===== config.mk =====
export PLATFORM = sky130hd
export DESIGN_NAME = opp_state_tracker
export DESIGN_NICKNAME = d
export VERILOG_FILES = /design/src/rtl/opp_state_tracker.sv
export SDC_FILE = /design/constraint.sdc
export NUM_CORES = 1
export LEC_CHECK = 0
export ABC_AREA = 1
export BUFFER_PORTS_ARGS = -buffer_cell sky130_fd_sc_hd__buf_4
export CAP_MARGIN = 20
export CORE_MARGIN = 5
export CORE_UTILIZATION = 50
export DETAILED_ROUTE_END_ITERATION = 8
export PLACE_DENSITY = 0.76
export SYNTH_ARGS = -nofsm -noshare
export SYNTH_HDL_FRONTEND = slang
export SYNTH_SLANG_ARGS = --single-unit
export TNS_END_PERCENT = 20

===== constraint.sdc =====
create_clock -name clk_in -period 2.7 [get_ports clk_in]
set_input_delay 0.54 -clock clk_in [delete_from_list [all_inputs] [get_ports clk_in]]
set_output_delay 0.54 -clock clk_in [all_outputs]
set_load 0.01 [all_outputs]

===== src/rtl/opp_state_tracker.sv =====
// Opponent state tracker: validates 44-bit words from the link, keeps the last
// accepted opponent position/direction/game state, and tracks link liveness.
module opp_state_tracker #(
  parameter int TIMEOUT_CYCLES = 2500000,
  parameter int X_LIMIT        = 1024,
  parameter int Y_LIMIT        = 768,
  parameter int DIR_LIMIT      = 360
) (
  input  logic        clk_in,
  input  logic        rst_in,
  input  logic        axiiv,
  input  logic [43:0] axiid,
  output logic [10:0] opp_x,
  output logic [10:0] opp_y,
  output logic [8:0]  opp_dir,
  output logic [2:0]  opp_game,
  output logic        opp_update,
  output logic        opp_rst_req,
  output logic        link_up,
  output logic [7:0]  err_count
);

  localparam int IDLE_W = (TIMEOUT_CYCLES > 2) ? $clog2(TIMEOUT_CYCLES) : 1;
  localparam logic [IDLE_W-1:0] IDLE_LAST = IDLE_W'(TIMEOUT_CYCLES - 1);
  localparam logic [11:0] X_LIM   = 12'(X_LIMIT);
  localparam logic [11:0] Y_LIM   = 12'(Y_LIMIT);
  localparam logic [9:0]  DIR_LIM = 10'(DIR_LIMIT);

  typedef enum logic {DOWN = 1'b0, UP = 1'b1} state_t;

  // Handshake: axiiv is a one-cycle strobe with no backpressure; every cycle
  // with axiiv=1 carries exactly one word, which is either accepted or rejected.

  state_t              state, state_nxt;
  logic [IDLE_W-1:0]   idle_cnt;
  logic [2:0]          last_seq;
  logic                rst_prev;
  logic                rst_fired;
  logic                armed;

  logic [10:0] w_x;
  logic [10:0] w_y;
  logic [8:0]  w_dir;
  logic [2:0]  w_seq;
  logic [2:0]  w_game;
  logic        w_rst;
  logic [2:0]  w_marker;
  logic        unused_bits;

  logic well_formed, seq_ok, accept, reject, timeout, rst_pair;

  assign w_x         = axiid[43:33];
  assign w_y         = axiid[31:21];
  assign w_dir       = axiid[19:11];
  assign w_seq       = axiid[10:8];
  assign w_game      = axiid[7:5];
  assign w_rst       = axiid[3];
  assign w_marker    = axiid[2:0];
  assign unused_bits = ^{axiid[32], axiid[20], axiid[4]};

  assign well_formed = axiiv && (w_marker == 3'b101) &&
                       ({1'b0, w_x} < X_LIM) && ({1'b0, w_y} < Y_LIM) &&
                       ({1'b0, w_dir} < DIR_LIM);
  assign seq_ok      = (state == DOWN) || (w_seq == 3'(last_seq + 3'd1));
  // armed is low for the first edge after reset release, so a word landing on
  // the deassertion edge is dropped silently rather than counted.
  assign accept      = armed && well_formed && seq_ok;
  assign reject      = armed && axiiv && !accept;
  assign timeout     = (state == UP) && !accept && (idle_cnt == IDLE_LAST);
  assign rst_pair    = accept && w_rst && rst_prev && !rst_fired;

  assign link_up     = (state == UP);

  always_ff @(posedge clk_in or posedge rst_in) begin
    if (rst_in) state <= DOWN;
    else        state <= state_nxt;
  end

  always_comb begin
    state_nxt = state;
    case (state)
      DOWN:    if (accept)  state_nxt = UP;
      UP:      if (timeout) state_nxt = DOWN;
      default: state_nxt = DOWN;
    endcase
  end

  always_ff @(posedge clk_in or posedge rst_in) begin
    if (rst_in) begin
      opp_x       <= '0;
      opp_y       <= '0;
      opp_dir     <= '0;
      opp_game    <= '0;
      opp_update  <= 1'b0;
      opp_rst_req <= 1'b0;
      err_count   <= '0;
      last_seq    <= '0;
      idle_cnt    <= '0;
      rst_prev    <= 1'b0;
      rst_fired   <= 1'b0;
      armed       <= 1'b0;
    end else begin
      armed       <= 1'b1;
      opp_update  <= accept;
      opp_rst_req <= rst_pair;
      if (accept) begin
        opp_x    <= w_x;
        opp_y    <= w_y;
        opp_dir  <= w_dir;
        opp_game <= w_game;
        last_seq <= w_seq;
        rst_prev <= w_rst;
        if (!w_rst)        rst_fired <= 1'b0;
        else if (rst_pair) rst_fired <= 1'b1;
      end else if (timeout) begin
        rst_prev  <= 1'b0;
        rst_fired <= 1'b0;
      end
      if (reject && (err_count != 8'hFF)) err_count <= err_count + 8'd1;
      if (accept || timeout || (state == DOWN)) idle_cnt <= '0;
      else                                      idle_cnt <= idle_cnt + IDLE_W'(1);
    end
  end

endmodule


==> metrics.cfg, run 1 <==
[clock_network]
cts_setup_buffers = 0
cts_made_buffers = 9
clock_latency_ns = 0.34
clk_pin_slew_ns = 0.08
htreeDepth = 3
cts_tree = built
clock-sinks = 73
hold_buffers = 0
cts_resized = 0
ctsRootBufferMaster = clkbuf_8
clk_path_buf_depth = 2

[timing]
min_period_over_period = 0.797
timing.fmax_ghz = 0.465
worstMarginPinSlew_ns = 0.510
post-route-min-period_ns = 2.15
hold_viol = 0
slew_violations = 0
hold_ws_ns = 0.287
tns_ns = 0
finClkSkew_ns = 0.0102
finalSetupViolCount = 0
rsz0062_at_grt = false
maxSlewHeadroom = 0.659

[critical_path]
crit_start = last_seq[0]
r2r_end = opp_y[9]
r2r_start = last_seq[0]
crit_arrival_ns = 2.43
required_ns = 2.98
critical_path_class = reg2reg
path_max_fanout = 32
end_kind = flip-flop
worstRegToRegCells = 11
crit_end = opp_y[9]
start_kind = flip-flop
reg2reg_slack_ns = 0.55

[synthesis]
avgSynthCellArea_um2 = 8.32
syn_nets = 471
synthTopCellsByCount = nand2_1, dfrtp_1, inv_1
yosys.area.top_type = dfrtp_1
synth_top_area_share = 0.522
yosys_warnings = 0
synth_area_leaders = dfrtp_1, nand2_1, inv_1
ys_dominant_reg_cell = dfrtp_1
synth_most_common_cell = nand2_1
synth_cell_types = 24
synth_area_um2 = 3500
synth_edf_count = 0
ys_ff_latch = 73
async_flop_share = 1.00
ys_seq_area_frac = 0.522
syn_inst = 421

[placement]
gp_routability_congestion = 0.809
port_buffers = 88
placed_cell_area_um2 = 4220
place_hpwl_mm = 5.28

[run_status]
status = complete, no violations

[drt]
dr.pass1.iters = 4
totalWireLength_mm = 7.40
viasPerCell = 4.74
wl_per_cell_um = 12.1
vias = 2907
drc_errors = 0
drt_iter0_markers = 105
drtAntennaViolNets = 0

[floorplanning]
rows = 30
die_w_um = 93.7
core_um2 = 6790
start_util = 0.515
pin_count = 92
dieArea_um2 = 8780
die_h_um = 93.7

[global_route]
grt-ovfl-total = 0
antenna_found_initial = 0
grt_pass1_vias = 2916
grt_max_degree = 74
grt_pass1_wl_mm = 12.8
grt_usage = 0.184

[cells_and_area]
final_net_count = 562
final_area_um2 = 4390
post-route-util = 0.646
final.fill_count = 586
areaGrowthSynthToFinish_pct = 25.3
drive_gt1_frac = 0.259
diodes = 0

[pwr]
ir_drop_v = 0.000343
powerDensity_nw_per_um2 = 572
cellLeakagePower_nw = 2.38

[flow_run]
maxCapViolCount = 0

[min_path]
hold_class = in2async

==> report_power, final <==
group	switching [mW]	internal, mW
clock network	0.405	0.360
logic	0.233	0.217
registers	0.109	1.19
total	0.747	1.76
==> worst min-delay path by stage <==
| stage | slack, ns | end | startpoint | depth (start not counted) |
|---|---|---|---|---|
| after floorplan | 0.40 | opp_rst_req | rst_fired | 1 |
| after global placement | 0.41 | opp_rst_req | rst_fired | 1 |
| after detailed placement | 0.43 | opp_rst_req | rst_fired | 1 |
| after CTS | 0.29 | opp_dir[2] | rst_in | 3 |
| after global routing | 0.31 | idle_cnt[0] | rst_in | 3 |
| final | 0.29 | idle_cnt[0] | rst_in | 3 |
==> cell usage in the layout (no fill, tap or decap), types with 6 or more instances in the layout <==
master,count
buf_4,90
clkbuf_8,10
dfrtp_1,73
inv_1,40
nand2_1,163
nand3_1,16
nand4_1,11
nor2_1,32
nor2_2,17
nor3_1,6
o21ai_0,8
xnor2_1,8
xor2_1,14
==> per-stage QoR <==
stage	setup WS (ns)	cells	total power [mW]
detailed placement	0.551	597	1.77
global placement	0.633	597	1.75
floorplan	0.307	421	1.58
global route	0.309	613	2.65
finish	0.549	613	2.51
CTS	0.511	613	2.54
==> critical path: stages (launching register included) <==
cell     delay (ns)
dfrtp_1        0.42
ha_1           0.31
inv_1          0.04
nand2_1        0.05
nand2_1        0.05
nor2_1         0.09
nand3_1        0.10
nand2_1        0.13
nand2_2        0.23
inv_2          0.47
nand2_1        0.11
nand2_1        0.10
==> layout make-up <==
class	instances	area, um2	area share
Sequential cell	73	1830	0.416
Multi-Input combinational cell	295	1420	0.322
Timing Repair Buffer	91	696	0.158
Inverter	42	158	0.0359
Clock buffer	12	145	0.0331
Tap cell	96	120	0.0274
Clock inverter	4	28.8	0.00656
==> layer usage <==
metal  GRT usage  vias up  share of wire
li1            -     1471              -
met1       0.219     1351           0.43
met2       0.297       72           0.47
met3      0.0609       13          0.075
met4      0.0927        0          0.026
met5           0        -              0
==> flip-flops by register name (all words and copies together) (netlist names) <==
signal / flops
last_seq: 3
err_count: 8
link_up: 1
opp_dir: 9
idle_cnt: 22
rst_fired: 1
armed: 1
opp_x: 11
rst_prev: 1
opp_game: 3
opp_y: 11
opp_update: 1
opp_rst_req: 1
==> cells by family (layout without fill, tap and decap cells) <==
group / Yosys count / in the layout / synth area share
flops: 73 / 73 / 0.522
other cells: 1 / 1 / 0.00107
buf+inv: 53 / 149 / 0.0743
simple gates: 256 / 256 / 0.319
compound gates: 13 / 13 / 0.0186
xor+xnor: 22 / 22 / 0.0550
fa+ha+maj: 3 / 3 / 0.0107
(Power assumes the default switching activity.)
==> inputs of run 2 (changes only) <==
clock period = 2.1 ns   (was 2.7 ns; I/O delays follow)
==> metrics.cfg, run 2 (synthesis results as in run 1) <==
[cells_and_area]
post-route-util = 0.653  ; +0.00681
largest-register = idle_cnt
final_cell_mix = nand2_1, buf_4, dfrtp_1, inv_1, nor2_1
largest_reg_flops = 22  ; unchanged
final_cells = 617  ; +0.65%
areaGrowthSynthToFinish_pct = 26.7
reg_top3 = idle_cnt: 22 flops, opp_x: 11 flops, opp_y: 11 flops
drive_gt1_frac = 0.265  ; +0.00569
multi_input_area_um2 = 1420  ; unchanged
regArea_um2 = 1830  ; unchanged
final.fill_count = 589  ; +0.51%
mostFrequentLayoutCell = nand2_1
final_area_um2 = 4440  ; +1.1%
diodes = 0  ; unchanged
final_net_count = 566  ; +0.71%

[placement]
gp_routability_congestion = 0.850  ; +5.0%
post-place-cells = 601  ; +0.67%
dpl_worst_slack_ns = 0.219  ; -0.332 ns
port_buffers = 88  ; unchanged
place_hpwl_mm = 5.51  ; +4.3%
placed_cell_area_um2 = 4260  ; +1.1%

[timing]
setup_slack_ns = 0.214  ; -0.336 ns
tns_ns = 0  ; unchanged
finClkSkew_ns = 0.00658  ; -0.00358 ns
rsz0062_at_grt = false
hold_ws_ns = 0.0951  ; -0.192 ns
min_period_over_period = 0.898  ; +0.102
slew_violations = 0  ; unchanged
post-route-min-period_ns = 1.89  ; -0.264 ns
hold_viol = 0  ; unchanged
finalSetupViolCount = 0  ; unchanged
timing.fmax_ghz = 0.530  ; +14%

[drt]
totalWireLength_mm = 7.38  ; -0.24%
dr.pass1.iters = 4  ; unchanged
viasPerCell = 4.75  ; +0.17%
drt_iter0_markers = 119  ; +13%
vias = 2931  ; +0.83%
drc_errors = 0  ; unchanged
wl_per_cell_um = 12.0  ; -0.89%
drtAntennaViolNets = 0  ; unchanged

[critical_path]
path_max_fanout = 11  ; -66%
crit_end = err_count[6]
crit_arrival_ns = 2.15  ; -0.28 ns
r2r_end = err_count[6]
critical_path_class = reg2reg
end_kind = flip-flop
required_ns = 2.36  ; -0.62 ns
worstRegToRegCells = 11  ; unchanged
r2r_start = last_seq[0]
reg2reg_slack_ns = 0.21  ; -0.34 ns
start_kind = flip-flop
crit_start = last_seq[0]

[pwr]
finalPower_mw = 3.22  ; +28%
ir_drop_v = 0.000462  ; +35%
cellLeakagePower_nw = 2.40  ; +0.85%
powerDensity_nw_per_um2 = 726  ; +27%

[global_route]
grt_max_degree = 29  ; -61%
grt.met2_usage = 0.307  ; +0.0101
grt_usage = 0.187  ; +0.00350
grt-ovfl-total = 0  ; unchanged
grt_util_met3 = 0.0649  ; +0.00401
antenna_found_initial = 0  ; unchanged
grt.busiest_layer = met2
grt_pass1_wl_mm = 13.0  ; +2.3%
grt_pass1_vias = 2980  ; +2.2%
gr-usage-met1 = 0.224  ; +0.00487

[clock_network]
clock_latency_ns = 0.34  ; about the same
htreeDepth = 3  ; unchanged
cts_setup_buffers = 0  ; unchanged
cts_made_buffers = 9  ; unchanged
hold_buffers = 0  ; unchanged
cts_tree = built
clk_pin_slew_ns = 0.08  ; about the same
ctsRootBufferMaster = clkbuf_8
clk_path_buf_depth = 2  ; unchanged
cts_resized = 0  ; unchanged
clock-sinks = 73  ; unchanged

[floorplanning]
core_um2 = 6790  ; unchanged
die_w_um = 93.7  ; unchanged
dieArea_um2 = 8780  ; unchanged
die_h_um = 93.7  ; unchanged
start_util = 0.515  ; unchanged
rows = 30  ; unchanged
pin_count = 92  ; unchanged

[flow_run]
maxCapViolCount = 0  ; unchanged

[run_status]
status = complete, no violations

[min_path]
hold_class = in2async

## run 2: cell types whose count changed in the layout (fill, tap and decap cells not counted)
cell,before,now
buf_12,1,2
buf_4,90,93
clkinvlp_4,2,3
inv_2,2,1
## run 2: worst min path at each step
stage                          from     endpoint  slack (ns)  cells past startpoint
after detailed placement  rst_fired  opp_rst_req        0.42                      1
after CTS                    rst_in     opp_x[9]         0.1                      2
final                        rst_in     opp_x[7]         0.1                      2
after global routing         rst_in     opp_x[9]        0.12                      2
after floorplan           rst_fired  opp_rst_req        0.40                      1
after global placement    rst_fired  opp_rst_req        0.41                      1
## run 2: critical path: stages, from the launching register on
cell and delay [ns]:
dfrtp_1 0.41, ha_1 0.31, inv_1 0.04, nand2_1 0.05
nand2_1 0.05, nor2_1 0.09, nand3_1 0.09, nand2_1 0.12
nand2_2 0.15, nand2_1 0.33, nand2_1 0.09, o21ai_1 0.08
## run 2: area by class of cell
type	count	area share
Clock buffer	12	0.0327
Tap cell	96	0.0271
Inverter	42	0.0364
Clock inverter	4	0.00649
Sequential cell	73	0.412
Timing Repair Buffer	95	0.166
Multi-Input combinational cell	295	0.319
## run 2: layer usage
| layer | up-vias | wire, um |
|---|---|---|
| li1 | 1478 | - |
| met1 | 1369 | 3200 |
| met2 | 74 | 3520 |
| met3 | 10 | 552 |
| met4 | 0 | 107 |
| met5 | - | 0 |
## run 2: where the power goes
| group | total, mW | leakage [nW] | switching, mW | internal (mW) |
|---|---|---|---|---|
| clock network | 0.974 | 0.0826 | 0.512 | 0.462 |
| registers | 1.67 | 0.979 | 0.148 | 1.53 |
| logic | 0.572 | 1.34 | 0.292 | 0.280 |
==> inputs of run 3 (changes only) <==
MAX_ROUTING_LAYER = met4   (was default)
==> metrics.cfg, run 3 (synthesis results as in run 1) <==
[timing]
finClkSkew_ns = 0.00663  ; +0.0000530 ns
rsz0062_at_grt = false
post-route-min-period_ns = 1.89  ; -0.000110 ns
setup_slack_ns = 0.214  ; +0.000110 ns
min_period_over_period = 0.898  ; about the same
finalSetupViolCount = 0  ; unchanged
hold_ws_ns = 0.0960  ; +0.000871 ns
tns_ns = 0  ; unchanged
slew_violations = 0  ; unchanged
hold_viol = 0  ; unchanged
timing.fmax_ghz = 0.530  ; about the same

[global_route]
grt_max_degree = 29  ; unchanged
grt_pass1_vias = 2979  ; -0.034%
antenna_found_initial = 0  ; unchanged
grt_usage = 0.193  ; +0.00602
grt-ovfl-total = 0  ; unchanged
grt_pass1_wl_mm = 13.1  ; +0.11%

[floorplanning]
rows = 30  ; unchanged
die_h_um = 93.7  ; unchanged
core_um2 = 6790  ; unchanged
pin_count = 92  ; unchanged
dieArea_um2 = 8780  ; unchanged
start_util = 0.515  ; unchanged
die_w_um = 93.7  ; unchanged

[cells_and_area]
reg_top3 = idle_cnt: 22 flops, opp_x: 11 flops, opp_y: 11 flops
mostFrequentLayoutCell = nand2_1
multi_input_area_um2 = 1420  ; unchanged
largest-register = idle_cnt
post-route-util = 0.653  ; unchanged
areaGrowthSynthToFinish_pct = 26.7  ; unchanged
regArea_um2 = 1830  ; unchanged
drive_gt1_frac = 0.265  ; unchanged
final_net_count = 566  ; unchanged
final_cell_mix = nand2_1, buf_4, dfrtp_1, inv_1, nor2_1
largest_reg_flops = 22  ; unchanged
diodes = 0  ; unchanged
final_cells = 617  ; unchanged
final.fill_count = 589  ; unchanged
final_area_um2 = 4440  ; unchanged

[drt]
wl_per_cell_um = 12.0  ; about the same
drtAntennaViolNets = 0  ; unchanged
totalWireLength_mm = 7.38  ; about the same
dr.pass1.iters = 4  ; unchanged
viasPerCell = 4.77  ; +0.41%
drt_iter0_markers = 115  ; -3.4%
vias = 2943  ; +0.41%
drc_errors = 0  ; unchanged

[run_status]
status = complete, no violations

[critical_path]
path_max_fanout = 11  ; unchanged
end_kind = flip-flop
crit_arrival_ns = 2.15  ; about the same
required_ns = 2.36  ; about the same
critPathMaxStageDelay_ns = 0.41  ; about the same
crit_chain = ha_1, inv_1, nand2_1, nand2_1, nor2_1, nand3_1, nand2_1, nand2_2, nand2_1, nand2_1, o21ai_1
slowest_stage = dfrtp_1
crit_top_cell = nand2_1
start_kind = flip-flop
critical_path_class = reg2reg

[min_path]
hold_class = in2async

[clock_network]
clk_pin_slew_ns = 0.07  ; about the same
cts_tree = built
htreeDepth = 3  ; unchanged
clk_path_buf_depth = 2  ; unchanged
cts_resized = 0  ; unchanged
clock_latency_ns = 0.34  ; about the same
ctsRootBufferMaster = clkbuf_8
clock-sinks = 73  ; unchanged
cts_made_buffers = 9  ; unchanged
hold_buffers = 0  ; unchanged
cts_setup_buffers = 0  ; unchanged

[pwr]
ir_drop_v = 0.000464  ; +0.49%
powerDensity_nw_per_um2 = 726  ; about the same
cellLeakagePower_nw = 2.40  ; unchanged
finalPower_mw = 3.22  ; about the same

[placement]
place_hpwl_mm = 5.51  ; unchanged
dpl_worst_slack_ns = 0.219  ; unchanged
placed_cell_area_um2 = 4260  ; unchanged
post-place-cells = 601  ; unchanged
gp_routability_congestion = 0.864  ; +1.6%
port_buffers = 88  ; unchanged

[flow_run]
maxCapViolCount = 0  ; unchanged

-- run 3: cell counts in the layout (fill, tap and decap cells not counted) --
No cell type changed its count.
-- run 3: worst paths after layout --
kind / cells after the start / start / end / slack, ns
hold reg to reg: 1 / rst_fired / opp_rst_req / 0.42
setup / recovery: 11 / last_seq[0] / err_count[6] / 0.21
hold / removal: 2 / rst_in / opp_x[7] / 0.1
min in group clk_in: 3 / axiid[22] / opp_y[1] / 0.27
setup reg to reg: 11 / last_seq[0] / err_count[6] / 0.21
max in group asynchronous: 3 / rst_in / err_count[4] / 1.52
-- run 3: area by class of cell --
| type | instances | share of cell area |
|---|---|---|
| repair buffers | 95 | 0.166 |
| multi-input cells | 295 | 0.319 |
| well taps | 96 | 0.0271 |
| clock buffers | 12 | 0.0327 |
| flip-flops and latches | 73 | 0.412 |
| clock inverters | 4 | 0.00649 |
| inverters | 42 | 0.0364 |
-- run 3: critical path, delay by kind of cell, from the launching register on --
kind	cells	cell delay (ns)
AND/OR/NAND/NOR	8	0.97
buffers and inverters	1	0.04
AO/OA/AOI/OAI	1	0.08
adder cells (fa/ha/maj)	1	0.31
flip-flops	1	0.41
-- run 3: per-layer routing --
metal	up-vias	global-route usage	wire length [um]
met3	12	0.0585	439
met1	1375	0.231	3310
met2	78	0.308	3500
met5	-	-	0
met4	0	0.0758	125
li1	1478	-	-
-- run 3: power by group --
group	switching, mW	internal [mW]	total [mW]
Sequential	0.148	1.53	1.67
Clock	0.512	0.462	0.974
Combinational	0.292	0.280	0.573
